==> src/rtl/pipe_hazard_ctrl_pkg.sv <==
// Shared definitions for the pipeline hazard controller.
// Holds the RV32 major-opcode constants, the controller FSM state encoding
// and the operand-forwarding select encoding. It also provides the helper
// that resolves forwarding priority.
package pipe_hazard_ctrl_pkg;

  // RV32I major opcodes (instruction bits [6:0])
  localparam logic [6:0] OP_LUI    = 7'b0110111;
  localparam logic [6:0] OP_AUIPC  = 7'b0010111;
  localparam logic [6:0] OP_JAL    = 7'b1101111;
  localparam logic [6:0] OP_JALR   = 7'b1100111;
  localparam logic [6:0] OP_BRANCH = 7'b1100011;
  localparam logic [6:0] OP_LOAD   = 7'b0000011;
  localparam logic [6:0] OP_STORE  = 7'b0100011;
  localparam logic [6:0] OP_ARI_I  = 7'b0010011;
  localparam logic [6:0] OP_ARI_R  = 7'b0110011;
  localparam logic [6:0] OP_CSR    = 7'b1110011;

  typedef enum logic [1:0] {
    ST_RUN     = 2'd0,
    ST_LDSTALL = 2'd1,
    ST_MEMWAIT = 2'd2,
    ST_FLUSH   = 2'd3
  } ctl_state_e;

  typedef enum logic [1:0] {
    FWD_RF = 2'b00,  // register file
    FWD_EX = 2'b01,  // result of the instruction now in EX
    FWD_WB = 2'b10   // result of the instruction now in WB
  } fwd_sel_e;

  // The younger producer (EX) holds the newer value, so it wins over WB.
  function automatic fwd_sel_e fwd_pick(input logic ex_hit, input logic wb_hit);
    if (ex_hit)      return FWD_EX;
    else if (wb_hit) return FWD_WB;
    else             return FWD_RF;
  endfunction

endpackage

==> src/rtl/pipe_slot_class.sv <==
// Per-instruction decode used for hazard detection.
// Ports:
//   valid    - instruction present; every output is forced low when 0
//   opcode   - major opcode [6:0]
//   rd       - destination register
//   wr       - writes a non-x0 register
//   late     - result only available after EX (LOAD, CSR)
//   uses_rs1 - reads rs1
//   uses_rs2 - reads rs2
module pipe_slot_class
  import pipe_hazard_ctrl_pkg::*;
(
  input  logic       valid,
  input  logic [6:0] opcode,
  input  logic [4:0] rd,
  output logic       wr,
  output logic       late,
  output logic       uses_rs1,
  output logic       uses_rs2
);

  logic writes;
  logic reads1;
  logic reads2;

  // NOTE: every signal written here gets a default first, so no path leaves
  // it unassigned and no latch is inferred.
  always_comb begin
    writes = 1'b0;
    reads1 = 1'b0;
    reads2 = 1'b0;
    case (opcode)
      OP_LUI, OP_AUIPC, OP_JAL: writes = 1'b1;
      OP_JALR, OP_LOAD, OP_ARI_I, OP_CSR: begin
        writes = 1'b1;
        reads1 = 1'b1;
      end
      OP_ARI_R: begin
        writes = 1'b1;
        reads1 = 1'b1;
        reads2 = 1'b1;
      end
      OP_BRANCH, OP_STORE: begin
        reads1 = 1'b1;
        reads2 = 1'b1;
      end
      default: ;
    endcase
  end

  // rd == x0 is never a producer, which keeps x0 out of forwarding and stalls.
  assign wr       = valid & writes & (rd != 5'd0);
  assign late     = valid & ((opcode == OP_LOAD) | (opcode == OP_CSR));
  assign uses_rs1 = valid & reads1;
  assign uses_rs2 = valid & reads2;

endmodule

==> src/rtl/pipe_hazard_ctrl.sv <==
// Hazard controller for a 5-stage in-order pipeline.
// It tracks the instructions in EX and WB, forwards their results into
// operands entering EX, stalls on load-use hazards, squashes on redirects
// and freezes on a busy data memory.
// Ports:
//   clk, rst_n                         - clock, synchronous active-low reset
//   id_valid/opcode/rs1/rs2/rd         - decoded ID-stage instruction
//   ex_redirect                        - taken branch/jump resolved in EX
//   dmem_busy                          - data memory not ready, freeze all
//   stall_if, stall_id                 - hold PC and IF/ID
//   stall_ex                           - hold EX and WB registers
//   bubble_ex                          - insert NOP into EX
//   fwd_a, fwd_b                       - operand source select (fwd_sel_e)
//   ctl_state                          - FSM state (ctl_state_e)
//   stall_cnt, flush_cnt               - wrapping performance counters
module pipe_hazard_ctrl
  import pipe_hazard_ctrl_pkg::*;
#(
  parameter int CNT_W = 32
) (
  input  logic             clk,
  input  logic             rst_n,
  input  logic             id_valid,
  input  logic [6:0]       id_opcode,
  input  logic [4:0]       id_rs1,
  input  logic [4:0]       id_rs2,
  input  logic [4:0]       id_rd,
  input  logic             ex_redirect,
  input  logic             dmem_busy,
  output logic             stall_if,
  output logic             stall_id,
  output logic             stall_ex,
  output logic             bubble_ex,
  output logic [1:0]       fwd_a,
  output logic [1:0]       fwd_b,
  output logic [1:0]       ctl_state,
  output logic [CNT_W-1:0] stall_cnt,
  output logic [CNT_W-1:0] flush_cnt
);

  // EX slot keeps the raw opcode; its class is re-derived by a decoder below.
  logic       ex_v;
  logic [6:0] ex_op;
  logic [4:0] ex_rd;
  // WB slot only needs what forwarding consumes.
  logic       wb_v;
  logic [4:0] wb_rd;
  logic       wb_wr;

  ctl_state_e state_q, state_d;

  logic id_uses_rs1, id_uses_rs2, id_wr_unused, id_late_unused;
  logic ex_wr, ex_late, ex_uses_rs1_unused, ex_uses_rs2_unused;

  pipe_slot_class u_id_class (
    .valid    (id_valid),
    .opcode   (id_opcode),
    .rd       (id_rd),
    .wr       (id_wr_unused),
    .late     (id_late_unused),
    .uses_rs1 (id_uses_rs1),
    .uses_rs2 (id_uses_rs2)
  );

  pipe_slot_class u_ex_class (
    .valid    (ex_v),
    .opcode   (ex_op),
    .rd       (ex_rd),
    .wr       (ex_wr),
    .late     (ex_late),
    .uses_rs1 (ex_uses_rs1_unused),
    .uses_rs2 (ex_uses_rs2_unused)
  );

  logic ex_hit_a, ex_hit_b, wb_hit_a, wb_hit_b, load_use;

  assign ex_hit_a = ex_wr & id_uses_rs1 & (ex_rd == id_rs1);
  assign ex_hit_b = ex_wr & id_uses_rs2 & (ex_rd == id_rs2);
  assign wb_hit_a = wb_v & wb_wr & id_uses_rs1 & (wb_rd == id_rs1);
  assign wb_hit_b = wb_v & wb_wr & id_uses_rs2 & (wb_rd == id_rs2);
  assign load_use = id_valid & ex_late & (ex_hit_a | ex_hit_b);

  assign fwd_a     = fwd_pick(ex_hit_a, wb_hit_a);
  assign fwd_b     = fwd_pick(ex_hit_b, wb_hit_b);
  assign ctl_state = state_q;

  logic hold_slots, kill_ex, inc_stall, inc_flush;

  // Memory freeze outranks redirect, and redirect outranks load-use: a
  // squashed consumer must not also be stalled.
  always_comb begin
    stall_if   = 1'b0;
    stall_id   = 1'b0;
    stall_ex   = 1'b0;
    bubble_ex  = 1'b0;
    hold_slots = 1'b0;
    kill_ex    = 1'b0;
    inc_stall  = 1'b0;
    inc_flush  = 1'b0;
    state_d    = ST_RUN;
    if (dmem_busy) begin
      stall_if   = 1'b1;
      stall_id   = 1'b1;
      stall_ex   = 1'b1;
      hold_slots = 1'b1;
      inc_stall  = 1'b1;
      state_d    = ST_MEMWAIT;
    end else if (ex_redirect) begin
      bubble_ex  = 1'b1;
      kill_ex    = 1'b1;
      inc_flush  = 1'b1;
      state_d    = ST_FLUSH;
    end else if (load_use) begin
      stall_if   = 1'b1;
      stall_id   = 1'b1;
      bubble_ex  = 1'b1;
      kill_ex    = 1'b1;
      inc_stall  = 1'b1;
      state_d    = ST_LDSTALL;
    end
  end

  // NOTE: sequential state uses non-blocking assignments so every register
  // samples pre-edge values regardless of statement order.
  always_ff @(posedge clk) begin
    if (!rst_n) begin
      state_q   <= ST_RUN;
      ex_v      <= 1'b0;
      wb_v      <= 1'b0;
      stall_cnt <= '0;
      flush_cnt <= '0;
    end else begin
      state_q <= state_d;
      if (inc_stall) stall_cnt <= stall_cnt + CNT_W'(1);
      if (inc_flush) flush_cnt <= flush_cnt + CNT_W'(1);
      if (!hold_slots) begin
        wb_v <= ex_v;
        ex_v <= id_valid & ~kill_ex;
      end
    end
  end

  // NOTE: payload fields are qualified by the valid bits above, so they need
  // no reset; only control state is reset.
  always_ff @(posedge clk) begin
    if (!hold_slots) begin
      wb_rd <= ex_rd;
      wb_wr <= ex_wr;
      ex_op <= id_opcode;
      ex_rd <= id_rd;
    end
  end

endmodule
==> config.mk <==
export PLATFORM = sky130hd
export DESIGN_NAME = pipe_hazard_ctrl
export DESIGN_NICKNAME = d
export VERILOG_FILES = /design/src/rtl/pipe_hazard_ctrl_pkg.sv /design/src/rtl/pipe_slot_class.sv /design/src/rtl/pipe_hazard_ctrl.sv
export SDC_FILE = /design/constraint.sdc
export NUM_CORES = 1
export LEC_CHECK = 0
export BUFFER_PORTS_ARGS = -buffer_cell sky130_fd_sc_hd__buf_4
export CORE_UTILIZATION = 50
export CTS_BUF_LIST = sky130_fd_sc_hd__clkbuf_8
export DETAILED_ROUTE_END_ITERATION = 7
export HOLD_SLACK_MARGIN = 0.08
export PLACE_DENSITY_LB_ADDON = 0.1
export SLEW_MARGIN = 0
export SYNTH_ARGS = -nofsm -noshare
export SYNTH_HDL_FRONTEND = slang
export SYNTH_SLANG_ARGS = --single-unit
==> constraint.sdc <==
create_clock -name clk -period 5.2 [get_ports clk]
set_clock_uncertainty 0.05 [all_clocks]
set_input_delay 0.78 -clock clk [delete_from_list [all_inputs] [get_ports clk]]
set_output_delay 0.78 -clock clk [all_outputs]
set_load 0.05 [all_outputs]
==> run summary <==
Die height -> 92.42 um
Critical path type -> register to primary output
Drt wl/cell -> 14.09 um
Worst-margin pin slew -> 1.186 ns
Die area -> 8541 sq um
Sw frac -> 26.20%
GRT Util Overall -> 21.69%
Final Hold Fails -> 0
# IOs -> 101
Seq/Total Area, Yosys -> 46.53%
Worst-path fanout max -> 62
Post-synth cell types -> 41
Nets -> 565
Post-synth top area cell -> dfxtp_1
Peak Freq -> 278.5 MHz
Logic gate share of total power -> 8.2%
CTS sink count -> 86
N_diodes -> 0
# hold bufs at CTS -> 0
Post-CTS Setup Inserts -> 0
Syn_area_per_cell -> 9.104 sq um
Largest net degree at the start of global routing -> 68
Minimum clock period after layout -> 3.590 ns
Hold Crit Class -> register to register
Syn Inst Count -> 449
Layout Cells excl Fill -> 643
Initial core utilization -> 52.36%
CTS root buffer -> clkbuf_8
Total of fill cells in the finished design -> 668
Core ar. -> 7807 sq um
GPL Wtd Cong -> 0.8242
Count of input and output buffers -> 100
Net Count, Synth -> 478
FF-to-FF End -> stall_cnt[1]$_SDFFE_PN0P_
Number of synthesized flops with an enable pin -> 18
Worst Path Arrival -> 2.76 ns
# DRC -> 0
Max cap viols -> 0
Status -> finished, final reports clean
Synth area leaders -> dfxtp_1 (33%), edfxtp_1 (13%), xor2_1 (9.2%), a21oi_1 (4.4%), nor2_1 (4.1%)
Rows -> 32
Final period util -> 69.04%
Sw power -> 327.9 uW
Post-DRT Antenna Nets -> 0
Post-synth top flop -> dfxtp_1
Yosys Warn Count -> 0
Yosys reg bits -> 86
Synthesis-to-layout area growth -> 23.08%
Hold EP -> stall_cnt[31]$_SDFFE_PN0P_
Drt via density -> 5.647
Vias in the first global route -> 3327
Setup crit end kind -> primary output
Worst Path Required -> 4.37 ns
Power density over cell area -> 248.8 nW/um^2
Synth top area share -> 33.30%
Clk Latency, worst-skew pair -> 0.35 ns
Clock share of power -> 35.0%
Register-to-Register Path Depth -> 7
Chip width -> 92.42 um
Cts repair resizes -> 0
CTS buffer count -> 9
FFs w/ async S/R, synth -> 0%
Fin. max-slew vios -> 0
Total gr overflow -> 0
Cell types with the highest counts after synthesis -> dfxtp_1 (68), nor2_1 (45), xor2_1 (43)
Final setup TNS -> 0 ns
Initial antenna violation count -> 0
Reg power frac -> 56.8%
Reg clk slew, reported paths -> 0.09 ns
Layout cell share with drive strength beyond 1 -> 22.74%
CTS tree -> done
Peak VDD IR -> 156.1 uV
DRT iter0 DRCs -> 163
Clk buf depth -> 2
First-pass GRT wire length -> 14.94 mm
# placed instances -> 627
Slew headroom -> 20.22%
Leakage -> 0.001902 uW
Via count -> 3631
Worst hold start -> stall_cnt[31]$_SDFFE_PN0P_
P_int -> 923.6 uW
Routed wire length -> 9.063 mm
Count leader, synth -> dfxtp_1
RSZ-0062 raised after global routing -> no
Htree depth -> 3
Hold-critical path depth -> 2
Post-Syn Area -> 4088 sq um
Crit start category -> register
Critical R2R Launch -> ex_rd[3]$_DFFE_PN_
Reg2reg setup slack -> 2.63 ns
Final setup violation count -> 0
Iteration count of the initial detailed-routing pass -> 4
DPL Wire Length -> 6.431 mm
logic make-up (layout without fill, tap and decap cells):
logic type	Yosys count	in the layout	share of synthesized area [%]
flip-flops	86	86	46.53
AND/OR/NAND/NOR	200	200	26.42
adder cells (fa/ha/maj)	2	2	0.6121
buffers and inverters	31	123	3.581
XOR/XNOR	48	48	10.28
AO/OA/AOI/OAI	78	78	11.60
multiplexers	4	4	0.9795
area by class of cell:
class / instances / area [sq um] / share of cell area, %
clock inverters: 6 / 43.79 / 0.8704
repair buffers: 101 / 758.2 / 15.07
flip-flops and latches: 86 / 1902 / 37.80
clock buffers: 10 / 137.6 / 2.736
multi-input cells: 332 / 2039 / 40.54
inverters: 6 / 22.52 / 0.4476
well taps: 102 / 127.6 / 2.537
placed cells by master, fill, tap and decap left out, types with 6 or more instances in the layout:
master / n
buf_4: 101
dfxtp_1: 68
nor2_1: 45
xor2_1: 43
a21oi_1: 36
nand3_1: 29
or3_1: 26
o21ai_0: 25
nand2_1: 24
nand4_1: 21
edfxtp_1: 18
and3_1: 11
or4_1: 10
clkbuf_8: 10
o31ai_1: 8
nor3_1: 7
and4_1: 7
nor4_1: 6
metrics by stage:
stage               power [uW]  hold WS (ns)  setup slack (ns)  area, sq um  utilization, %
floorplan                788.9        0.3988             1.353         4088               -
global placement         826.1        0.4073             1.864         4850           62.12
detailed placement       828.7        0.4355             1.826         4850           62.12
CTS                       1261        0.4478             1.618         5031           64.44
global route              1299        0.4801             1.425         5031           64.44
finish                    1252        0.4419             1.610         5031           64.44
power groups by stage:
stage / combinational, uW / sequential [uW] / clock [uW]
6_report: 102 / 711 / 438
5_1_grt: 110 / 714 / 475
4_1_cts: 103 / 711 / 448
3_5_place_dp: 102 / 727 / 0
3_3_place_gp: 101 / 726 / 0
2_1_floorplan: 54.1 / 735 / 0
critical path, stage by stage, from the launching register on:
cell and delay, ns:
edfxtp_1 0.48, or4_1 0.53, o2111ai_1 0.28, a21oi_1 0.18, a31oi_4 0.16, buf_4 0.45, inv_1 0.11, buf_4 0.21
sequential cells by signal, summed over array words and instances, names as in the netlist:
| register | cells |
|---|---|
| wb_wr | 1 |
| wb_v | 1 |
| flush_cnt | 32 |
| ex_op | 7 |
| ex_v | 1 |
| wb_rd | 5 |
| ex_rd | 5 |
| ctl_state | 2 |
| stall_cnt | 32 |
per-layer routing:
| layer | up-vias | global-route usage [%] | share of wire, % |
|---|---|---|---|
| li1 | 1816 | - | - |
| met1 | 1701 | 27.42 | 45 |
| met2 | 103 | 37.04 | 49 |
| met3 | 11 | 3.284 | 4.2 |
| met4 | 0 | 8.594 | 1.3 |
| met5 | - | 0 | 0 |
worst max-delay path by stage:
| stage | cells after the start | start | slack [ns] | endpoint |
|---|---|---|---|---|
| floorplan | 5 | ex_rd[0]$_DFFE_PN_ | 1.35 | fwd_b[1] |
| global placement | 8 | id_opcode[3] | 1.86 | stall_id |
| detailed placement | 8 | id_opcode[3] | 1.83 | stall_if |
| CTS | 7 | ex_rd[3]$_DFFE_PN_ | 1.62 | stall_if |
| global route | 7 | ex_rd[3]$_DFFE_PN_ | 1.43 | stall_if |
| finish | 7 | ex_rd[3]$_DFFE_PN_ | 1.61 | stall_if |
(Power assumes the default switching activity.)
